[config.mk]
export PLATFORM = sky130hd
export DESIGN_NAME = usb_txn_ctrl
export DESIGN_NICKNAME = d
export VERILOG_FILES = /design/src/rtl/usb_txn_ctrl.sv
export SDC_FILE = /design/constraint.sdc
export NUM_CORES = 1
export LEC_CHECK = 0
export CORE_MARGIN = 2
export CORE_UTILIZATION = 36
export DETAILED_ROUTE_END_ITERATION = 7
export GPL_TIMING_DRIVEN = 0
export PLACE_DENSITY_LB_ADDON = 0.25
export SYNTH_ARGS = -nofsm -noshare
export SYNTH_HDL_FRONTEND = slang
export SYNTH_SLANG_ARGS = --single-unit
[constraint.sdc]
create_clock -name clk -period 2.25 [get_ports clk]
set_input_delay 0.225 -clock clk [delete_from_list [all_inputs] [get_ports clk]]
set_output_delay 0.225 -clock clk [all_outputs]
set_load 0.01 [all_outputs]
[src/rtl/usb_txn_ctrl.sv]
// USB host transaction sequencer: orders token/data/handshake sub-FSMs, tracks per-endpoint
// data toggles, retries failed attempts and times out silent receivers. Strobes and pid are registered.
module usb_txn_ctrl #(
    parameter int NUM_EP      = 4,
    parameter int MAX_RETRY   = 8,
    parameter int TIMEOUT_CYC = 255,
    localparam int EPW        = (NUM_EP > 1) ? $clog2(NUM_EP) : 1
) (
    input  logic           clk,
    input  logic           rst_l,
    input  logic           start,
    input  logic           read_write,
    input  logic [EPW-1:0] ep,
    input  logic           clr_toggle,
    input  logic           done_send_token,
    input  logic           done_send_data,
    input  logic           done_send_hand,
    input  logic           rx_hand_valid,
    input  logic           rx_ack,
    input  logic           rx_nak,
    input  logic           rx_hand_fail,
    input  logic           rx_data_done,
    input  logic           rx_data_ok,
    input  logic           rx_data_fail,
    input  logic           rx_data_toggle,
    output logic           start_send_token,
    output logic           start_send_data,
    output logic           start_send_hand,
    output logic           r_data_start,
    output logic           r_hand_start,
    output logic [7:0]     pid,
    output logic           busy,
    output logic           system_done,
    output logic           process_success,
    output logic           data_dup,
    output logic [3:0]     retry_count
);
    localparam int TMW = $clog2(TIMEOUT_CYC + 1);
    localparam logic [7:0] PID_OUT   = 8'b1000_0111;
    localparam logic [7:0] PID_IN    = 8'b1001_0110;
    localparam logic [7:0] PID_DATA0 = 8'b1100_0011;
    localparam logic [7:0] PID_DATA1 = 8'b1101_0010;
    localparam logic [7:0] PID_ACK   = 8'b0100_1011;
    localparam logic [7:0] PID_NAK   = 8'b0101_1010;

    typedef enum logic [2:0] {S_IDLE, S_TOKEN, S_DATA, S_WHAND, S_RDATA, S_SHAND} state_t;

    state_t             state_q, state_d;
    logic               sst_q, sst_d, ssd_q, ssd_d, ssh_q, ssh_d, rds_q, rds_d, rhs_q, rhs_d;
    logic [7:0]         pid_q, pid_d;
    logic               done_q, done_d, succ_q, succ_d, dup_q, dup_d, rw_q, rw_d;
    logic [3:0]         retry_q, retry_d;
    logic [TMW-1:0]     tmo_q, tmo_d;
    logic [EPW-1:0]     ep_q, ep_d;
    logic [(1<<EPW)-1:0] tog_q;
    logic               flip;

    // A real result in the last wait cycle takes precedence over the timeout.
    logic tmo_hit, hand_ok, hand_fail, data_good, data_bad, can_retry, cur_tog;
    assign tmo_hit   = (tmo_q == TMW'(TIMEOUT_CYC - 1));
    assign hand_ok   = rx_hand_valid & rx_ack & ~rx_nak & ~rx_hand_fail;
    assign hand_fail = rx_hand_fail | rx_nak | (tmo_hit & ~(rx_hand_valid & rx_ack));
    assign data_good = rx_data_done & rx_data_ok & ~rx_data_fail;
    assign data_bad  = rx_data_fail | (tmo_hit & ~data_good);
    assign can_retry = (retry_q < 4'(MAX_RETRY));
    assign cur_tog   = tog_q[ep_q];

    always_ff @(posedge clk or negedge rst_l) begin
        if (!rst_l) state_q <= S_IDLE;
        else        state_q <= state_d;
    end

    always_comb begin
        state_d = state_q;
        case (state_q)
            S_IDLE:  if (start) state_d = S_TOKEN;
            S_TOKEN: if (done_send_token) state_d = rw_q ? S_DATA : S_RDATA;
            S_DATA:  if (done_send_data) state_d = S_WHAND;
            S_WHAND: begin
                if (hand_fail)    state_d = can_retry ? S_DATA : S_IDLE;
                else if (hand_ok) state_d = S_IDLE;
            end
            S_RDATA: begin
                if (data_bad)       state_d = can_retry ? S_SHAND : S_IDLE;
                else if (data_good) state_d = S_SHAND;
            end
            S_SHAND: if (done_send_hand) state_d = (pid_q == PID_ACK) ? S_IDLE : S_RDATA;
            default: state_d = S_IDLE;
        endcase
    end

    always_comb begin
        sst_d   = 1'b0;
        ssd_d   = 1'b0;
        ssh_d   = 1'b0;
        rds_d   = 1'b0;
        rhs_d   = 1'b0;
        done_d  = 1'b0;
        flip    = 1'b0;
        pid_d   = pid_q;
        succ_d  = succ_q;
        dup_d   = dup_q;
        retry_d = retry_q;
        rw_d    = rw_q;
        ep_d    = ep_q;
        tmo_d   = '0;
        case (state_q)
            S_IDLE: if (start) begin
                rw_d    = read_write;
                ep_d    = ep;
                retry_d = 4'd0;
                succ_d  = 1'b0;
                dup_d   = 1'b0;
                sst_d   = 1'b1;
                pid_d   = read_write ? PID_OUT : PID_IN;
            end
            S_TOKEN: if (done_send_token) begin
                if (rw_q) begin
                    ssd_d = 1'b1;
                    pid_d = cur_tog ? PID_DATA1 : PID_DATA0;
                end else begin
                    rds_d = 1'b1;
                end
            end
            S_DATA: if (done_send_data) rhs_d = 1'b1;
            S_WHAND: begin
                tmo_d = tmo_q + TMW'(1);
                if (hand_fail) begin
                    if (can_retry) begin
                        retry_d = retry_q + 4'd1;
                        ssd_d   = 1'b1;
                    end else begin
                        done_d = 1'b1;
                        succ_d = 1'b0;
                    end
                end else if (hand_ok) begin
                    flip   = 1'b1;
                    done_d = 1'b1;
                    succ_d = 1'b1;
                end
            end
            S_RDATA: begin
                tmo_d = tmo_q + TMW'(1);
                if (data_bad) begin
                    if (can_retry) begin
                        retry_d = retry_q + 4'd1;
                        ssh_d   = 1'b1;
                        pid_d   = PID_NAK;
                    end else begin
                        done_d = 1'b1;
                        succ_d = 1'b0;
                    end
                end else if (data_good) begin
                    ssh_d = 1'b1;
                    pid_d = PID_ACK;
                    dup_d = (rx_data_toggle != cur_tog);
                    flip  = (rx_data_toggle == cur_tog);
                end
            end
            S_SHAND: if (done_send_hand) begin
                if (pid_q == PID_ACK) begin
                    done_d = 1'b1;
                    succ_d = 1'b1;
                end else begin
                    rds_d = 1'b1;
                end
            end
            default: ;
        endcase
    end

    always_ff @(posedge clk or negedge rst_l) begin
        if (!rst_l) begin
            sst_q   <= 1'b0;
            ssd_q   <= 1'b0;
            ssh_q   <= 1'b0;
            rds_q   <= 1'b0;
            rhs_q   <= 1'b0;
            pid_q   <= 8'd0;
            done_q  <= 1'b0;
            succ_q  <= 1'b0;
            dup_q   <= 1'b0;
            retry_q <= 4'd0;
            tmo_q   <= '0;
            rw_q    <= 1'b0;
            ep_q    <= '0;
        end else begin
            sst_q   <= sst_d;
            ssd_q   <= ssd_d;
            ssh_q   <= ssh_d;
            rds_q   <= rds_d;
            rhs_q   <= rhs_d;
            pid_q   <= pid_d;
            done_q  <= done_d;
            succ_q  <= succ_d;
            dup_q   <= dup_d;
            retry_q <= retry_d;
            tmo_q   <= tmo_d;
            rw_q    <= rw_d;
            ep_q    <= ep_d;
        end
    end

    // Clearing beats a same-cycle flip so software can force DATA0 unconditionally.
    always_ff @(posedge clk or negedge rst_l) begin
        if (!rst_l)          tog_q <= '0;
        else if (clr_toggle) tog_q <= '0;
        else if (flip)       tog_q[ep_q] <= ~tog_q[ep_q];
    end

    assign start_send_token = sst_q;
    assign start_send_data  = ssd_q;
    assign start_send_hand  = ssh_q;
    assign r_data_start     = rds_q;
    assign r_hand_start     = rhs_q;
    assign pid              = pid_q;
    assign busy             = (state_q != S_IDLE);
    assign system_done      = done_q;
    assign process_success  = succ_q;
    assign data_dup         = dup_q;
    assign retry_count      = retry_q;
endmodule

# Yosys cells after proc, flatten, opt, wreduce, memory -nomap -nowiden
# Cells that the tools add are included.
# classes
addsub,2
magnitude_cmp,3
eq_ne,22
n_mux,74
bitwise_logic,16
n_reduce_logical,15
# op_table
operator,n
8-bit two-way mux,7
1-bit two-way mux,35
3-bit two-way mux,11
4-bit two-way mux,6
8-bit case mux with 3 select lines,1
2-bit != test (second input constant),10
3-bit case mux with 6 select lines,1
6-bit AND reduction,3
4-bit case mux with 3 select lines,1
5-bit two-way mux,2
3-bit != test (second input constant),3
3-bit nonzero test,3
8-bit by 1-bit adder with 8-bit output (second input constant),1
8-bit by 7-bit == test with 1-bit output (second input constant),1
8-bit == test (second input constant),1
1-bit case mux with 2 select lines,4
4-bit AND reduction,2
1-bit AND,7
3-bit by 2-bit == test with 1-bit output (second input constant),2
3-bit == test (second input constant),2
1-bit inverter,6
4-bit by 1-bit adder with 4-bit output (second input constant),1
4-bit bitwise mux,1
4-bit < comparator (second input constant),1
other kinds (17),20
# word_totals
register_bits,38
input_bits,18
out_inout_bits,21
word_cells,147

# Logic depth before layout (Yosys ltp)
# Gate-level depths: netlist (run 1).
# depth
word_depth,9
depth_mapped,8
depth_no_buf,7

# Worst setup path after synthesis (run 1)
# No wires, ideal clock.
# synth_path
kind,reg2reg
startpoint,reg tmo_q[0]
endpoint,"reg retry_q[2], in the netlist retry_count[2]"
setup_ns,0.079
arrival_ns,1.922
required_ns,2.171
setup_slack_ns,0.249
stages_incl_launch_ff,9
n_path_buf,1
synth_period_minus_slack_ns,2.001
cell_sequence,dfrtp_1 inv_1 ha_1 and3_1 clkbuf_1 nand2_1 a221o_1 or4_1 a21oi_1
# synth_via
elab_chain_cells,5
word_cells_on_any_way,8
classes_between,eq/ne (3); bitwise (4); reduce/logical (1)
# synth_rtl
element,line,source
from (decl),53,"logic [TMW-1:0] tmo_q, tmo_d;"
from (signal assigned),198,tmo_q <= tmo_d;
8-bit == test *,60,assign tmo_hit = (tmo_q == TMW'(TIMEOUT_CYC - 1));
"1-bit AND, on equally long branches","62, 64",
"1-bit OR, on equally long branches","62, 64",
2-bit != test (no line),--,
4-bit AND reduction (no line) *,--,
to (signal assigned),197,retry_q <= retry_d;
to (decl),52,"logic [3:0] retry_q, retry_d;"
# Every way passes the cells marked *; elsewhere a longest branch is shown, timed or not.
# A chain may end at the register's enable or synchronous reset.

# Worst setup path after layout (run 1)
# layout_path
startpoint,reg tmo_q[0]
endpoint,"reg retry_q[0], in the netlist retry_count[0]"
# Same word-level chain as after synthesis.

==> reports/metrics.yaml, run 1 <==
dieArea_um2: 6177
cts_made_buffers: 5
r2r-end: "retry_count[0]$_DFFE_PN0P_"
antenna_found_initial: 0
worst_setup_hold_path_clk_slew_ns: 0.08
synth_simple_gate_area_share_pct: 20.42
n_antenna_cell: 0
synthAdderAreaFrac_pct: 1.874
ys_seq_area_share_pct: 46.22
setup_violations: 0
routedWlPerCell_um: 14.23
grt_start_max_net_pins: 38
cts-hold-fix-buffers: 0
min_period_over_period_pct: 93.68
instances_no_fill: 330
synth_top_flop_cell: "dfrtp_1"
fp.dieW_um: 78.60
crit_path_start: "tmo_q[0]$_DFF_PN0_"
r2r_cells: 7
postSynthCellCount: 215
cts-root-buf: "clkbuf_8"
slew_violations: 0
synthArstFlopShare_pct: 100.0
grt_usage_pct: 16.41
grt_pass1_wl_mm: 7.928
pre_cts_ws_ns: -0.2985
ctsResizeCount: 1
ir_worst_vdd_mv: 0.5515
max_slew_margin_pct: 45.71
cts_tree: "done"
design_area_um2: 2554
dp_hpwl_mm: 3.366
die-height_um: 78.60
worstPathRequired_ns: 2.42
synth_edf_count: 0
syn_area_per_cell_um2: 9.317
synth-compound-area-share_pct: 19.49
muxShareOfSynthArea_pct: 3.373
insertion_delay_ns: 0.29
synth_top_family_by_area: "simple AND/OR/NAND/NOR gates"
cts_num_sinks: 37
grt_setup_unrepaired: "false"
wl_mm: 4.695
power.leakage_uw: 0.001092
cts_setup_buffers: 0
layout_commonest_cell: "dfrtp_1"
synth_seq_cells: 37
vias: 1703
syn_nets: 236
r2r-start: "tmo_q[0]$_DFF_PN0_"
vias_per_cell: 5.161
overflow: 0
crit_fanout: 6
first_iter_violations: 61
gp_congestion: 0.8930
nets: 279
core-area_um2: 5439
placed_cells: 324
rows: 27
grt_pass1_vias: 1647
worst-setup-path-type: "register to register"
crit_path_end_kind: "register"
pwr_density_cell_nw_per_um2: 1110
synthDistinctLibCells: 51
placed_area_um2: 2459
postLayoutCoreUtil_pct: 46.95
cp.arrival_ns: 2.28
drc: 0
post-route-min-period_ns: 2.108
start_util_pct: 36.83
drive_gt1_share_pct: 9.690
worstMarginPinSlew_ns: 0.8143
area_growth_pct: 27.48
cts.path.max_buffers: 2
maxCapViolCount: 0
hold_class: "input port to asynchronous set/reset pin"
finClkSkew_ns: 0.006011
dr.pass1.iters: 4
most-common-layout-cells: "37 x dfrtp_1, 36 x clkdlybuf4s50_1, 25 x nor2_1, 19 x o21ai_0, 14 x nand2_1"
setup_slack_ns: 0.1421
ant_nets: 0
worst_setup_path_start_kind: "register"
htree_levels: 2
max_freq_mhz: 474.4
status: "finished clean"
final.fill_count: 509
r2r_slack_ns: 0.14
synth_xor_area_share_pct: 3.061
portBuffers: 37
io-pin-count: 39
synth_warnings: 0
synth_area_um2: 2003
final-hold-violation-count: 0
flip-flops by register name, indices dropped and copies added (netlist names):
signal	cells
r_data_start	1
data_dup	1
start_send_data	1
tog_q	4
ep_q	2
retry_count	4
r_hand_start	1
start_send_hand	1
system_done	1
rw_q	1
process_success	1
state_q	3
start_send_token	1
tmo_q	8
pid	7
per-layer routing:
metal	global-route usage [%]	share of wire [%]	wire length [um]
met5	0	0	0
met3	3.678	4.8	225
met4	4.912	0.89	42
met2	24.36	46	2141
met1	23.83	49	2286
critical path: stages (launching register included):
cell and delay (ns):
dfrtp_1 0.43, inv_1 0.08, ha_1 0.13, and3_1 0.25, nand2_1 0.18, a221o_1 0.41, nor2_1 0.17, mux2_2 0.35
final cells by class:
cell class | instances | area [um^2] | share of cell area [%]
buffer | 8 | 51.30 | 2.009
clock buffer | 7 | 86.33 | 3.381
inverter | 14 | 52.55 | 2.058
multi-input combinational | 155 | 982.2 | 38.46
sequential | 37 | 925.9 | 36.26
tap | 72 | 90.09 | 3.528
timing repair buffer | 37 | 365.4 | 14.31
worst max path at each step:
| stage | to | slack [ns] | cells after the start |
|---|---|---|---|
| after global placement | state_q[2]$_DFFE_PN0P_ | -0.31 | 5 |
| after global routing | retry_count[0]$_DFFE_PN0P_ | 0.04 | 7 |
| after detailed placement | state_q[2]$_DFFE_PN0P_ | -0.30 | 5 |
| final | retry_count[0]$_DFFE_PN0P_ | 0.14 | 7 |
| after CTS | retry_count[2]$_DFFE_PN0P_ | 0.05 | 8 |
| after floorplan | retry_count[2]$_DFFE_PN0P_ | 0.25 | 8 |
where the power goes:
group	leakage, uW	switching, uW	internal (uW)	total [uW]
sequential	0.000482	167	849	1020
combinational	0.000566	683	660	1340
clock	0.0000443	231	243	475
logic make-up after synthesis:
| family | Yosys count |
|---|---|
| compound gates | 60 |
| other cells | 1 |
| fa+ha+maj | 3 |
| mux | 5 |
| flops | 37 |
| simple gates | 79 |
| buf+inv | 23 |
| xor+xnor | 7 |
cell usage after synthesis (5+ instances only):
cell | n | share of area [%]
nor2b_1 | 6 | 1.9
inv_1 | 13 | 2.4
nand3_1 | 9 | 2.2
a21oi_1 | 9 | 2.2
dfrtp_1 | 37 | 46
nand2_1 | 14 | 2.6
o21ai_0 | 19 | 4.7
xor2_1 | 5 | 2.2
nor2_1 | 25 | 4.7
o31ai_1 | 6 | 2.2
metrics by stage:
step                      hold slack [ns]  TNS [ns]  power [uW]
after global routing              0.09527         0        3065
final                             0.03042         0        2834
after floorplan                  -0.07059         0        1851
after detailed placement           0.3736    -2.780        2361
after global placement             0.4792    -2.819        2356
after CTS                         0.05979         0        2859
Note: power is estimated with default switching activity, not from simulation.
==> inputs of run 2 (changes only) <==
Settings changed: REMOVE_ABC_BUFFERS from default to 1.
==> reports/metrics.yaml, run 2 (synthesized netlist as in run 1, its figures left out) <==
dp_hpwl_mm: 3.296  # -2.1%
whs_ns: 0.03149  # +0.001061 ns
ir_worst_vdd_mv: 0.5058  # -8.3%
most-common-layout-cells: "36 x clkdlybuf4s50_1, 34 x dfrtp_1, 25 x nor2_1, 19 x o21ai_0, 14 x nand2_1"
slew_violations: 0  # unchanged
min_period_over_period_pct: 94.53  # +0.84 points
max_slew_margin_pct: 46.35  # +0.64 points
finalPower_uw: 2881  # +1.7%
start_util_pct: 36.83  # unchanged
cts_made_buffers: 5  # unchanged
n_antenna_cell: 0  # unchanged
overflow: 0  # unchanged
core-area_um2: 5439  # unchanged
cts_num_sinks: 37  # unchanged
htree_levels: 2  # unchanged
first_iter_violations: 90  # +48%
maxCapViolCount: 0  # unchanged
cts.path.max_buffers: 2  # unchanged
portBuffers: 37  # unchanged
grt_pass1_wl_mm: 7.472  # -5.8%
final-hold-violation-count: 0  # unchanged
wl_mm: 4.487  # -4.4%
status: "finished clean"
grt_start_max_net_pins: 38  # unchanged
layout_commonest_cell: "clkdlybuf4s50_1"
r2r_slack_ns: 0.12  # -0.02 ns
regMostFlops: "tmo_q"
r2r_cells: 5  # -2
path_cells: "and3b_4 -> nand2_1 -> a221o_1 -> or4_1 -> a21oi_1"
io-pin-count: 39  # unchanged
die-height_um: 78.60  # unchanged
cp.arrival_ns: 2.33  # +0.05 ns
insertion_delay_ns: 0.28  # about the same
p_int_uw: 1831  # +4.5%
grt_setup_unrepaired: "false"
dr.pass1.iters: 4  # unchanged
r2r-start: "state_q[2]$_DFFE_PN0P_"
crit_fanout: 22  # +16
grt_pass1_vias: 1567  # -4.9%
worst-setup-path-type: "register to register"
rows: 27  # unchanged
ant_nets: 0  # unchanged
nets: 271  # -2.9%
worstMarginPinSlew_ns: 0.8047  # -0.009656 ns
drive_gt1_share_pct: 9.960  # +0.27 points
slowest_stage: "dfrtp_2"
drc: 0  # unchanged
antenna_found_initial: 0  # unchanged
hold_class: "input port to asynchronous set/reset pin"
critPathMaxStageDelay_ns: 0.54  # +0.11 ns
r2r-end: "retry_count[2]$_DFFE_PN0P_"
worst_setup_hold_path_clk_slew_ns: 0.08  # about the same
cts_setup_buffers: 0  # unchanged
crit_path_end_kind: "register"
pwr-share-clk_pct: 20.3  # +3.6 points
switchingPower_uw: 1050  # -3.0%
worstPathRequired_ns: 2.45  # +0.03 ns
seqPwrFrac_pct: 38.6  # +2.8 points
fp.dieW_um: 78.60  # unchanged
setup_violations: 0  # unchanged
gp_congestion: 0.8504  # -4.8%
pwr_density_cell_nw_per_um2: 1135  # +2.3%
cts_tree: "done"
dieArea_um2: 6177  # unchanged
largest_reg_flops: 8  # unchanged
finClkSkew_ns: 0.008863  # +0.002852 ns
post-route-min-period_ns: 2.127  # +0.01899 ns
p_comb_share_pct: 41.0  # -6.4 points
max_freq_mhz: 470.2  # -0.89%
setup_slack_ns: 0.1231  # -0.01899 ns
area_growth_pct: 26.67
routedWlPerCell_um: 13.89  # -2.4%
swShare_pct: 36.44  # -1.7 points
worst_setup_path_start_kind: "register"
pre_cts_ws_ns: -0.2082  # +0.09028 ns
vias_per_cell: 5.183  # +0.43%
power.leakage_uw: 0.001071  # -1.9%
cts-root-buf: "clkbuf_8"
vias: 1674  # -1.7%
grt_usage_pct: 15.55  # -0.86 points
[run 2: worst max path at each step]
| stage | start | end | slack, ns | cells after the start |
|---|---|---|---|---|
| after floorplan | state_q[2]$_DFFE_PN0P_ | state_q[0]$_DFFE_PN0P_ | 0.23 | 4 |
| after global placement | state_q[2]$_DFFE_PN0P_ | tog_q[3]$_DFFE_PN0P_ | -0.22 | 5 |
| after detailed placement | state_q[2]$_DFFE_PN0P_ | tog_q[3]$_DFFE_PN0P_ | -0.21 | 5 |
| after CTS | state_q[0]$_DFFE_PN0P_ | retry_count[2]$_DFFE_PN0P_ | 0.06 | 5 |
| after global routing | state_q[2]$_DFFE_PN0P_ | retry_count[2]$_DFFE_PN0P_ | 0.03 | 5 |
| final | state_q[2]$_DFFE_PN0P_ | retry_count[2]$_DFFE_PN0P_ | 0.12 | 5 |
[run 2: worst max-delay path, delay by kind of cell, from the launching register on]
kind | cells | cell delay (ns)
compound gates | 2 | 0.56
flops | 1 | 0.54
simple gates | 3 | 0.95
[run 2: cell type report]
cell class / instances / area (um^2)
fill: 553 / 2902
multi-input combinational: 155 / 983.4
sequential: 37 / 929.6
timing repair buffer: 37 / 365.4
tap: 72 / 90.09
clock buffer: 7 / 86.33
inverter: 14 / 52.55
clock inverter: 1 / 30.03
[run 2: routing by layer]
layer | GRT usage (%) | vias to the layer above | share of wire, %
li1 | - | 836 | -
met1 | 20.36 | 800 | 46
met2 | 24.96 | 34 | 49
met3 | 3.793 | 4 | 3.9
met4 | 5.614 | 0 | 1.0
met5 | 0 | - | 0
[run 2: power groups by stage]
stage	registers, uW	clock network, uW	logic (uW)
6_report	1110	585	1180
5_1_grt	1160	638	1300
4_1_cts	1110	610	1190
3_5_place_dp	1110	0	1190
3_3_place_gp	1110	0	1170
2_1_floorplan	1110	0	684
[run 2: what timing repair did]
action / 4_1_cts / 5_1_grt
endpoints found under the setup margin: 15 / 4
hold buffers: 0 / 0
resized for setup: 3 / 3
[run 2: metrics by stage]
stage	std cells	util, %	setup TNS, ns	area [um^2]
6_report	323	46.65	0	2537
5_1_grt	323	46.65	0	2537
4_1_cts	323	46.58	0	2534
3_5_place_dp	315	44.19	-1.556	2404
3_3_place_gp	315	44.28	-1.614	2409
2_1_floorplan	206	-	0	1948
==> inputs of run 3 (changes only) <==
Settings changed: CORE_MARGIN 2 to default.
==> reports/metrics.yaml, run 3 (synthesized netlist as in run 1, its figures left out) <==
drive_gt1_share_pct: 10.36  # +0.40 points
final.setup.tns_ns: 0  # unchanged
area_growth_pct: 25.55
layout_commonest_cell: "clkdlybuf4s50_1"
crit_path_end_kind: "register"
routedWlPerCell_um: 14.03  # +0.98%
cts-root-buf: "clkbuf_8"
cts_tree: "done"
n_antenna_cell: 0  # unchanged
regMostFlops: "tmo_q"
dp_hpwl_mm: 3.171  # -3.8%
pwr_density_cell_nw_per_um2: 1101  # -3.0%
cts-hold-fix-buffers: 0  # unchanged
grt_start_max_net_pins: 38  # unchanged
crit_fanout: 22  # unchanged
nets: 271  # unchanged
ir_worst_vdd_mv: 0.4996  # -1.2%
cts.path.max_buffers: 2  # unchanged
max_freq_mhz: 460.8  # -2.0%
grt_setup_unrepaired: "false"
seqPwrFrac_pct: 40.6  # +2.0 points
insertion_delay_ns: 0.29  # about the same
r2r-start: "state_q[2]$_DFFE_PN0P_"
dieArea_um2: 5867  # -5.0%
status: "finished clean"
die-height_um: 76.60  # -2.5%
htree_levels: 2  # unchanged
min_period_over_period_pct: 96.44  # +1.9 points
final-hold-violation-count: 0  # unchanged
swShare_pct: 38.78  # +2.3 points
rows: 26  # -3.7%
cp.arrival_ns: 2.35  # +0.02 ns
pwr-share-clk_pct: 16.7  # -3.6 points
finClkSkew_ns: 0.004482  # -0.004382 ns
cts_made_buffers: 5  # unchanged
start_util_pct: 38.25  # +1.4 points
worstPathRequired_ns: 2.43  # -0.02 ns
maxCapViolCount: 0  # unchanged
io-pin-count: 39  # unchanged
p_int_uw: 1695  # -7.4%
grt_pass1_wl_mm: 7.852  # +5.1%
worst_setup_path_start_kind: "register"
worst_setup_hold_path_clk_slew_ns: 0.08  # about the same
most-common-layout-cells: "36 x clkdlybuf4s50_1, 33 x dfrtp_1, 25 x nor2_1, 19 x o21ai_0"
grt_usage_pct: 16.91  # +1.4 points
core-area_um2: 5238  # -3.7%
wl_mm: 4.503  # +0.36%
worst-setup-path-type: "register to register"
post-route-min-period_ns: 2.170  # +0.04313 ns
r2r_cells: 5  # unchanged
grt_pass1_vias: 1635  # +4.3%
placed_cells: 313  # -0.63%
largest_reg_flops: 8  # unchanged
hold_class: "input port to asynchronous set/reset pin"
cts_num_sinks: 37  # unchanged
switchingPower_uw: 1074  # +2.3%
slew_violations: 0  # unchanged
setup_slack_ns: 0.07999  # -0.04313 ns
whs_ns: 0.01768  # -0.01380 ns
max_slew_margin_pct: 45.81  # -0.55 points
p_comb_share_pct: 42.7  # +1.7 points
cts_setup_buffers: 0  # unchanged
r2r_slack_ns: 0.08  # -0.04 ns
instances_no_fill: 321  # -0.62%
dr.pass1.iters: 4  # unchanged
vias_per_cell: 5.265  # +1.6%
pre_cts_ws_ns: -0.3335  # -0.1253 ns
final.fill_count: 506  # -8.5%
power.leakage_uw: 0.001055  # -1.5%
r2r-end: "retry_count[0]$_DFFE_PN0P_"
ant_nets: 0  # unchanged
gp_congestion: 0.7696  # -9.5%
overflow: 0  # unchanged
finalPower_uw: 2769  # -3.9%
antenna_found_initial: 0  # unchanged
fp.dieW_um: 76.60  # -2.5%
setup_violations: 0  # unchanged
portBuffers: 37  # unchanged
worstMarginPinSlew_ns: 0.8129  # +0.008210 ns
first_iter_violations: 121  # +34%
vias: 1690  # +0.96%
drc: 0  # unchanged
[run 3: worst max-delay path by stage]
stage,depth (start not counted),start,endpoint,slack [ns]
after floorplan,4,state_q[2]$_DFFE_PN0P_,state_q[0]$_DFFE_PN0P_,0.23
final,5,state_q[2]$_DFFE_PN0P_,retry_count[0]$_DFFE_PN0P_,0.08
after global placement,4,state_q[2]$_DFFE_PN0P_,state_q[2]$_DFFE_PN0P_,-0.33
after CTS,5,state_q[0]$_DFFE_PN0P_,retry_count[0]$_DFFE_PN0P_,0.05
after detailed placement,5,state_q[2]$_DFFE_PN0P_,tog_q[0]$_DFFE_PN0P_,-0.33
after global routing,4,state_q[2]$_DFFE_PN0P_,tog_q[2]$_DFFE_PN0P_,0.007
[run 3: final cells by class]
cell class                 count  area (um^2)  area share (%)
clock buffer                   7        76.32           3.035
clock inverter                 1        7.507          0.2985
inverter                      14        52.55           2.090
multi-input combinational    155        994.7           39.55
sequential                    37        930.9           37.01
tap                           70        87.58           3.483
timing repair buffer          37        365.4           14.53
[run 3: worst max-delay path, stage by stage, from the launching register on]
cell and delay [ns]:
dfrtp_2 0.55, and3b_4 0.42, nor4b_2 0.44, a221o_1 0.28, nor2_1 0.09, mux2_2 0.27
[run 3: stage by stage]
stage,util [%],cell area (um^2)
floorplan,-,1948
global placement,45.94,2406
detailed placement,45.84,2401
CTS,47.71,2499
global route,48.02,2515
finish,48.02,2515
[run 3: metal layers]
| layer | up-vias | part of all wire [%] | GRT usage [%] |
|---|---|---|---|
| li1 | 840 | - | - |
| met1 | 792 | 48 | 22.85 |
| met2 | 48 | 45 | 25.41 |
| met5 | - | 0 | 0 |
| met4 | 0 | 2.0 | 6.538 |
| met3 | 10 | 5.0 | 4.910 |
[run 3: timing repair]
item | CTS | global route
setup endpoints to repair | 19 | 11
pin swaps | 0 | 1
gates resized for setup | 3 | 6
[run 3: power groups by stage]
| stage | logic (uW) | registers (uW) | clock network (uW) |
|---|---|---|---|
| 5_1_grt | 1320 | 1170 | 508 |
| 6_report | 1180 | 1130 | 462 |
| 4_1_cts | 1180 | 1110 | 473 |
| 3_3_place_gp | 1170 | 1110 | 0 |
| 2_1_floorplan | 684 | 1110 | 0 |
| 3_5_place_dp | 1170 | 1120 | 0 |
